===== config.mk =====
export PLATFORM = sky130hd
export DESIGN_NAME = ps2_host_tx_flat
export DESIGN_NICKNAME = d
export VERILOG_FILES = /design/src/rtl/ps2_pkg.sv /design/src/rtl/ps2_host_tx_if.sv /design/src/rtl/ps2_sync_edge.sv /design/src/rtl/ps2_host_tx.sv /design/src/flat_wrapper.sv
export SDC_FILE = /design/constraint.sdc
export NUM_CORES = 1
export LEC_CHECK = 0
export CAP_MARGIN = 20
export CORE_MARGIN = 2
export CORE_UTILIZATION = 58
export CTS_BUF_LIST = sky130_fd_sc_hd__clkbuf_16
export DETAILED_ROUTE_END_ITERATION = 10
export PLACE_DENSITY = 0.79
export SYNTH_ARGS = -nofsm -noshare
export SYNTH_HDL_FRONTEND = slang
export SYNTH_HIERARCHICAL = 1
export SYNTH_SLANG_ARGS = --single-unit

===== constraint.sdc =====
create_clock -name clk -period 2.8 [get_ports clk]
set_clock_uncertainty 0.05 [all_clocks]
set_input_delay 0.7 -clock clk [delete_from_list [all_inputs] [get_ports clk]]
set_output_delay 0.7 -clock clk [all_outputs]
set_load 0.02 [all_outputs]

===== src/rtl/ps2_pkg.sv =====
// Shared PS/2 definitions: host transmitter states, parity helper and
// well-known keyboard command / scan-code bytes.
package ps2_pkg;

    typedef enum logic [2:0] {
        IDLE,
        INHIBIT,
        REQ,
        SEND,
        ACK,
        WAIT_IDLE
    } ps2_tx_state_e;

    localparam logic [7:0] CMD_SET_LED = 8'hED;
    localparam logic [7:0] CMD_ENABLE  = 8'hF4;
    localparam logic [7:0] CMD_RESET   = 8'hFF;
    localparam logic [7:0] BREAK_CODE  = 8'hF0;

    // PS/2 frames carry odd parity: data bits plus parity bit hold an odd count of ones.
    function automatic logic odd_parity(input logic [7:0] data);
        return ~^data;
    endfunction

endpackage


===== src/rtl/ps2_host_tx_if.sv =====
// Command handshake and status between a requester and the PS/2 host transmitter.
interface ps2_host_tx_if;
    logic [7:0] tx_data;
    logic       tx_valid;
    logic       tx_ready;
    logic       busy;
    logic       done;
    logic       ack_err;
    logic       timeout_err;

    modport master (
        output tx_data, tx_valid,
        input  tx_ready, busy, done, ack_err, timeout_err
    );

    modport slave (
        input  tx_data, tx_valid,
        output tx_ready, busy, done, ack_err, timeout_err
    );
endinterface


===== src/rtl/ps2_sync_edge.sv =====
// Three-flop synchronizer for a PS/2 pad with a falling-edge strobe.
// The level output is the two-flop synchronized value.
module ps2_sync_edge (
    input  logic clk,
    input  logic resetn,
    input  logic pad,
    output logic level,
    output logic fall
);

    logic [2:0] sync_q;

    // Idle PS/2 lines float high, so the chain resets to ones to avoid a false edge.
    always_ff @(posedge clk or negedge resetn) begin
        if (!resetn) begin
            sync_q <= 3'b111;
        end else begin
            sync_q <= {sync_q[1:0], pad};
        end
    end

    assign level = sync_q[1];
    assign fall  = sync_q[2] & ~sync_q[1];

endmodule


===== src/rtl/ps2_host_tx.sv =====
// PS/2 host-to-device transmitter: inhibits the clock, requests to send,
// then shifts one command byte out on the device-generated clock.
module ps2_host_tx
    import ps2_pkg::*;
#(
    parameter int INHIBIT_CYCLES = 5000,
    parameter int TIMEOUT_CYCLES = 750000
) (
    input  logic          clk,
    input  logic          resetn,
    ps2_host_tx_if.slave  tx,
    input  logic          ps2_clk_in,
    input  logic          ps2_data_in,
    output logic          ps2_clk_oe,
    output logic          ps2_data_oe
);

    localparam int CNT_MAX = (INHIBIT_CYCLES > TIMEOUT_CYCLES) ? INHIBIT_CYCLES : TIMEOUT_CYCLES;
    localparam int CNT_W   = $clog2(CNT_MAX + 1);

    localparam logic [CNT_W-1:0] INH_LAST = CNT_W'(INHIBIT_CYCLES - 1);
    localparam logic [CNT_W-1:0] TMO_HIT  = CNT_W'(TIMEOUT_CYCLES);
    localparam logic [CNT_W-1:0] CNT_ONE  = CNT_W'(1);

    ps2_tx_state_e    state_q, state_d;
    logic [CNT_W-1:0] cnt_q, cnt_d;
    logic [3:0]       idx_q, idx_d;
    logic             data_oe_q, data_oe_d;
    logic [8:0]       shift_q;
    logic             load_shift, step_shift;

    logic             clk_s, clk_fall;
    logic [1:0]       data_sync_q;
    logic             data_s;

    ps2_sync_edge u_clk_sync (
        .clk    (clk),
        .resetn (resetn),
        .pad    (ps2_clk_in),
        .level  (clk_s),
        .fall   (clk_fall)
    );

    always_ff @(posedge clk or negedge resetn) begin
        if (!resetn) begin
            data_sync_q <= 2'b11;
        end else begin
            data_sync_q <= {data_sync_q[0], ps2_data_in};
        end
    end

    assign data_s = data_sync_q[1];

    always_ff @(posedge clk or negedge resetn) begin
        if (!resetn) begin
            state_q   <= IDLE;
            cnt_q     <= '0;
            idx_q     <= '0;
            data_oe_q <= 1'b0;
        end else begin
            state_q   <= state_d;
            cnt_q     <= cnt_d;
            idx_q     <= idx_d;
            data_oe_q <= data_oe_d;
        end
    end

    // Frame shifter: {parity, data}, consumed LSB first.
    always_ff @(posedge clk) begin
        if (load_shift) begin
            shift_q <= {odd_parity(tx.tx_data), tx.tx_data};
        end else if (step_shift) begin
            shift_q <= {1'b0, shift_q[8:1]};
        end
    end

    always_comb begin
        state_d        = state_q;
        cnt_d          = cnt_q;
        idx_d          = idx_q;
        data_oe_d      = data_oe_q;
        load_shift     = 1'b0;
        step_shift     = 1'b0;
        ps2_clk_oe     = 1'b0;
        tx.tx_ready    = 1'b0;
        tx.done        = 1'b0;
        tx.ack_err     = 1'b0;
        tx.timeout_err = 1'b0;

        case (state_q)
            IDLE: begin
                tx.tx_ready = 1'b1;
                cnt_d       = '0;
                idx_d       = '0;
                data_oe_d   = 1'b0;
                if (tx.tx_valid) begin
                    load_shift = 1'b1;
                    state_d    = INHIBIT;
                end
            end
            INHIBIT: begin
                ps2_clk_oe = 1'b1;
                if (cnt_q == INH_LAST) begin
                    cnt_d     = '0;
                    data_oe_d = 1'b1;
                    state_d   = REQ;
                end else begin
                    cnt_d = cnt_q + CNT_ONE;
                end
            end
            REQ: begin
                ps2_clk_oe = 1'b1;
                cnt_d      = '0;
                idx_d      = '0;
                state_d    = SEND;
            end
            SEND: begin
                if (clk_fall) begin
                    cnt_d = '0;
                    if (idx_q == 4'd9) begin
                        data_oe_d = 1'b0;
                        state_d   = ACK;
                    end else begin
                        data_oe_d  = ~shift_q[0];
                        step_shift = 1'b1;
                        idx_d      = idx_q + 4'd1;
                    end
                end else begin
                    cnt_d = cnt_q + CNT_ONE;
                end
            end
            ACK: begin
                if (clk_fall) begin
                    cnt_d      = '0;
                    tx.done    = ~data_s;
                    tx.ack_err = data_s;
                    state_d    = WAIT_IDLE;
                end else begin
                    cnt_d = cnt_q + CNT_ONE;
                end
            end
            WAIT_IDLE: begin
                if (clk_s && data_s) begin
                    cnt_d   = '0;
                    state_d = IDLE;
                end else if (clk_fall) begin
                    cnt_d = '0;
                end else begin
                    cnt_d = cnt_q + CNT_ONE;
                end
            end
            default: begin
                state_d = IDLE;
            end
        endcase

        // In WAIT_IDLE the outcome is already reported, so a stuck bus only returns us to IDLE.
        if ((state_q == SEND || state_q == ACK || state_q == WAIT_IDLE) &&
            !clk_fall && cnt_q == TMO_HIT) begin
            state_d        = IDLE;
            cnt_d          = '0;
            data_oe_d      = 1'b0;
            tx.timeout_err = (state_q != WAIT_IDLE);
        end
    end

    assign ps2_data_oe = data_oe_q & ~tx.timeout_err;
    assign tx.busy     = (state_q != IDLE);

endmodule

===== src/flat_wrapper.sv =====
// flat-port wrapper written by rule: the top's interface ports become plain ports
module ps2_host_tx_flat import ps2_pkg::*;
#(
    parameter int INHIBIT_CYCLES = 5000,
    parameter int TIMEOUT_CYCLES = 750000
)
  (clk, resetn, ps2_clk_in, ps2_data_in, ps2_clk_oe, ps2_data_oe, tx_tx_data, tx_tx_valid, tx_tx_ready, tx_busy, tx_done, tx_ack_err, tx_timeout_err);
  ps2_host_tx_if tx_i ();
  input  logic clk;
  input  logic resetn;
  input  logic ps2_clk_in;
  input  logic ps2_data_in;
  output logic ps2_clk_oe;
  output logic ps2_data_oe;
  input wire logic [$bits(tx_i.tx_data)-1:0] tx_tx_data;
  input wire logic [$bits(tx_i.tx_valid)-1:0] tx_tx_valid;
  output wire logic [$bits(tx_i.tx_ready)-1:0] tx_tx_ready;
  output wire logic [$bits(tx_i.busy)-1:0] tx_busy;
  output wire logic [$bits(tx_i.done)-1:0] tx_done;
  output wire logic [$bits(tx_i.ack_err)-1:0] tx_ack_err;
  output wire logic [$bits(tx_i.timeout_err)-1:0] tx_timeout_err;
  assign tx_i.tx_data = tx_tx_data;
  assign tx_i.tx_valid = tx_tx_valid;
  assign tx_tx_ready = tx_i.tx_ready;
  assign tx_busy = tx_i.busy;
  assign tx_done = tx_i.done;
  assign tx_ack_err = tx_i.ack_err;
  assign tx_timeout_err = tx_i.timeout_err;
  ps2_host_tx #(.INHIBIT_CYCLES(INHIBIT_CYCLES), .TIMEOUT_CYCLES(TIMEOUT_CYCLES)) u_core (.clk(clk), .resetn(resetn), .tx(tx_i), .ps2_clk_in(ps2_clk_in), .ps2_data_in(ps2_data_in), .ps2_clk_oe(ps2_clk_oe), .ps2_data_oe(ps2_data_oe));
endmodule

# Word-level counts from Yosys, hierarchy flattened
# Cells that the tools add are included.
# W data, S select, Z words.
# op_classes
add_sub_neg	2
n_mul	0
n_div	0
n_lt_le_gt_ge	0
eq_ne	17
shift	0
muxes	35
n_bitwise	6
reduce_logical	19
# ops
cell	n
$mux W20	4
$pmux W20 S4	1
$mux W3	7
$add A20 B1 Y20 const B	1
$eq A20 B13 Y1 const B	1
$eq A20 B20 Y1 const B	1
$mux W9	2
$pmux W3 S6	1
$mux W1	16
$ne A3 B2 Y1 const B	5
$mux W4	2
$pmux W4 S2	1
$reduce_xnor A8 Y1	1
$eq A3 B2 Y1 const B	2
$eq A3 B3 Y1 const B	2
$reduce_and A3 Y1	2
$reduce_and A6 Y1	1
$reduce_or A2 Y1	3
$reduce_bool A5 Y1	1
$add A4 B1 Y4 const B	1
$eq A4 B4 Y1 const B	1
$not A1 Y1	4
$reduce_bool A2 Y1	2
$reduce_bool A4 Y1	1
other kinds (12)	16
# totals
register_bits	42
latch_bits	0
mem_bits_rw	0
romBits	0
out_inout_bits	7
word_cells	86
memories	0

# Logic depth before layout (Yosys ltp)
# logic_depth
ltp_word	8
depth_mapped	8
mapped_depth_nobuf	7

# Modules after synthesis
# The synthesis kept the hierarchy.
# modules_own_cells
module	instances	cells_per_inst	area_per_inst_um2
ps2_host_tx	1	256	2409.8
ps2_sync_edge	1	4	92.6

# Worst setup path before layout
# OpenSTA, ideal clock, no wires.
# synth_timing
path_type	reg2out
from	register u_core.cnt_q[10]
to	output port ps2_data_oe
arrival_time_ns	1.767
setup_slack_ns	0.283
path_stages_with_launch	5
cell_sequence	dfrtp_1 or4b_4 a211oi_2 and4_1 nor2b_1
# synth_via
elab_chain_cells	5
# synth_rtl
element	line_no	text
from (decl)	ps2_host_tx.sv:26	logic [CNT_W-1:0] cnt_q, cnt_d;
from (signal assigned)	ps2_host_tx.sv:62	cnt_q <= cnt_d;
$eq A20 B20 Y1	ps2_host_tx.sv:159	!clk_fall && cnt_q == TMO_HIT) begin
$logic_and A1 B1 Y1	ps2_host_tx.sv:159	
$mux W1	ps2_host_tx.sv:158	if ((state_q == SEND || state_q == ACK || state_q == WAIT_IDLE) &&
via tx_timeout_err	flat_wrapper.sv:21	output wire logic [$bits(tx_i.timeout_err)-1:0] tx_timeout_err;
$not A1 Y1	ps2_host_tx.sv:167	assign ps2_data_oe = data_oe_q & ~tx.timeout_err;
$and A1 B1 Y1	ps2_host_tx.sv:167	
to (decl)	flat_wrapper.sv:14	output logic ps2_data_oe;
# The timed path passes the listed nets, and every way through them passes these cells.

# Worst setup path after layout
# layout_timing
from	register u_core.cnt_q[10]
to	output port ps2_data_oe
# layout_via
elab_chain_cells	5
# layout_rtl
element	line_no
$eq A20 B20 Y1	ps2_host_tx.sv:159
$logic_and A1 B1 Y1	ps2_host_tx.sv:159
$mux W1	ps2_host_tx.sv:158
$not A1 Y1	ps2_host_tx.sv:167
$and A1 B1 Y1	ps2_host_tx.sv:167
# Every way passes these cells.

==> impl_metrics.toml <==
[outcome]
status = "complete, no violations"

[setup_path]
cp_max_fo = 2
worstSetupStartpointType = "flip-flop"
end_kind = "output port"
cp.arrival_ps = 1890
critPathKind = "flip-flop to output port"
worstPathRequired_ps = 2050

[yosys]
synthArstFlopShare_pct = 78.57
synth_top_area_cell = "dfrtp_1"
synth-edff-count = 9
syn-cell-area_um2 = 2502
seq_area_frac_synth_pct = 44.05
ys_ff_latch = 42
syn_area_per_cell_um2 = 9.625
syn_nets = 277
synth_warnings = 6
synthCells = 260
synthFlopType = "dfrtp_1"
synth_top_area_share_pct = 28.00
synth_area_leaders = "dfrtp_1, edfxtp_1, dfstp_2"
yosysUniqueCellTypes = 55

[global_route]
grt_pass1_wl_mm = 10.09
grt_max_degree = 34
grt_use_total_pct = 25.92
antenna_found_initial = 0
grt_pass1_vias = 2099
grt_overflow = 0

[cts]
clk_latency_ps = 280
cts_buffers = 5
cts_setup_buffers = 0
cts_tree = "done"
clock-root-buffer = "clkbuf_16"
path_clk_slew_ps = 60
clock_path_buffers = 2
clock-sinks = 42
ctsHtreeMaxLevel = 2

[placed_design]
dpl.hpwl_mm = 4.056
globalplace.congestion = 0.8562
dp_cells = 332
port_buffers = 19

[floorplan]
die_x_um = 69.69
die-area_um2 = 4856
die_y_um = 69.69
initial_core_util_pct = 61.24
num_rows = 23
fp.coreArea_um2 = 4086
io_pins = 20

[power]
leakagePower_uw = 0.001154
p_per_area_nw_per_um2 = 451.9
irDropWorstVdd_v = 0.0003409

[layout]
ff_latch_area_um2 = 1104
final_common_cell = "nand2_1"
nFillCells = 312
finalNetCount = 306
layout_common_cells = "nand2_1, dfrtp_1, buf_4, nand4_1, clkdlybuf4s50_1"
multi_input_area_um2 = 1309
drive_gt1_share_pct = 19.31
syn_to_final_growth_pct = 19.20
antenna_cells = 0
final_cells = 340

[route]
dr.pass1.iters = 4
ant_nets = 0
drt_iter0_markers = 237
drc = 0
vias_per_cell = 6.518
wire_per_inst_um = 17.27
vias = 2216
wl_mm = 5.872

[timing]
fmax_ghz = 0.3786
fin_setup_tns_ps = 0
final.min_clock_period_ps = 2642
hold_viol_final = 0
rsz0062_at_grt = "no"
worst_pin_slew_ps = 895.3
relSlewSlack_pct = 40.31
holdWs_ps = 306.7
post-route-period-util_pct = 94.34
final_max_slew_viol_count = 0
setup_viol = 0

[run]
max-cap-violations = 0

[hold_path]
hp-class = "flip-flop to flip-flop"
-- sequential cells by signal, summed over array words and instances, names as in the netlist --
signal / flops
u_core/cnt_q: 20
u_core/shift_q: 9
u_core/idx_q: 4
u_core/state_q: 3
u_core/u_clk_sync/sync_q: 3
u_core/data_sync_q: 2
u_core/data_oe_q: 1
-- stage by stage --
step | worst slack [ps] | cell area (um^2) | util (%) | power, uW
final | 158.5 | 2983 | 72.99 | 1348
after global routing | 62.39 | 2983 | 72.99 | 1383
after CTS | 7.396 | 2988 | 73.12 | 1355
after detailed placement | 41.01 | 2821 | 69.04 | 698.7
after global placement | 82.29 | 2821 | 69.04 | 696.8
after floorplan | 283.2 | 2502 | - | 664.9
-- final timing paths --
kind                                             start                     endpoint  slack (ps)  depth (start not counted)
max reg2reg                u_core/u_clk_sync/sync_q[1]            u_core/state_q[1]         360                          6
min reg2reg                u_core/u_clk_sync/sync_q[0]  u_core/u_clk_sync/sync_q[1]         310                          0
min                        u_core/u_clk_sync/sync_q[0]  u_core/u_clk_sync/sync_q[1]         310                          0
max in group asynchronous                       resetn  u_core/u_clk_sync/sync_q[2]        1580                          2
max                                   u_core/cnt_q[10]                  ps2_data_oe         160                          5
min in group asynchronous                       resetn              u_core/idx_q[2]         780                          2
-- kinds of logic after synthesis --
group | count (synthesis) | share of synthesized area (%)
AOI/OAI and AO/OA | 48 | 13.40
xor gates and xnor gates | 10 | 3.500
adders and majority gates | 4 | 2.000
buffers and inverters | 22 | 3.650
DFF | 42 | 44.05
muxes | 10 | 4.450
and+or+nand+nor | 124 | 28.95
-- worst max-delay path, cell delays in order (launching register included) --
cell      delay (ps)
dfrtp_1          380
or4b_4           560
a211oi_2         230
and4_1           250
nor2b_1           50
clkbuf_2         150
-- metal layers --
layer,up-vias,global-route usage (%),wire length [um]
met5,-,0,0
met4,0,9.188,110
met3,12,3.343,307
met2,91,39.42,2732
met1,1079,38.18,2721
li1,1034,-,-
-- layout make-up --
class | instances | area share [%]
Multi-Input combinational cell | 196 | 43.88
Tap cell | 50 | 2.097
Clock inverter | 3 | 1.468
Inverter | 8 | 1.007
Timing Repair Buffer | 36 | 10.36
Clock buffer | 5 | 4.195
Sequential cell | 42 | 37.00
-- report_power, final --
part | switching (uW) | total (uW) | leakage, uW | internal, uW
registers | 2.33 | 632 | 0.000474 | 629
logic | 26.2 | 55.5 | 0.000596 | 29.3
clock network | 239 | 661 | 0.0000842 | 422
total | 267 | 1350 | 0.00115 | 1080
-- synth_stat cells (7+ instances only) --
cell type  instances
clkbuf_1           7
nand3_1           14
xnor2_1            7
edfxtp_1           9
nand4_1           16
inv_1              8
a31oi_1            7
mux2_2             8
dfrtp_1           28
buf_2              7
nand2_1           32
nor2_1            12
-- repair_timing --
item                       4_1_cts  5_1_grt
pin swaps                        1        0
hold buffers                     0        0
resized for setup                4        5
setup endpoints to repair        3        3
Power figures use the tool's default switching activity.
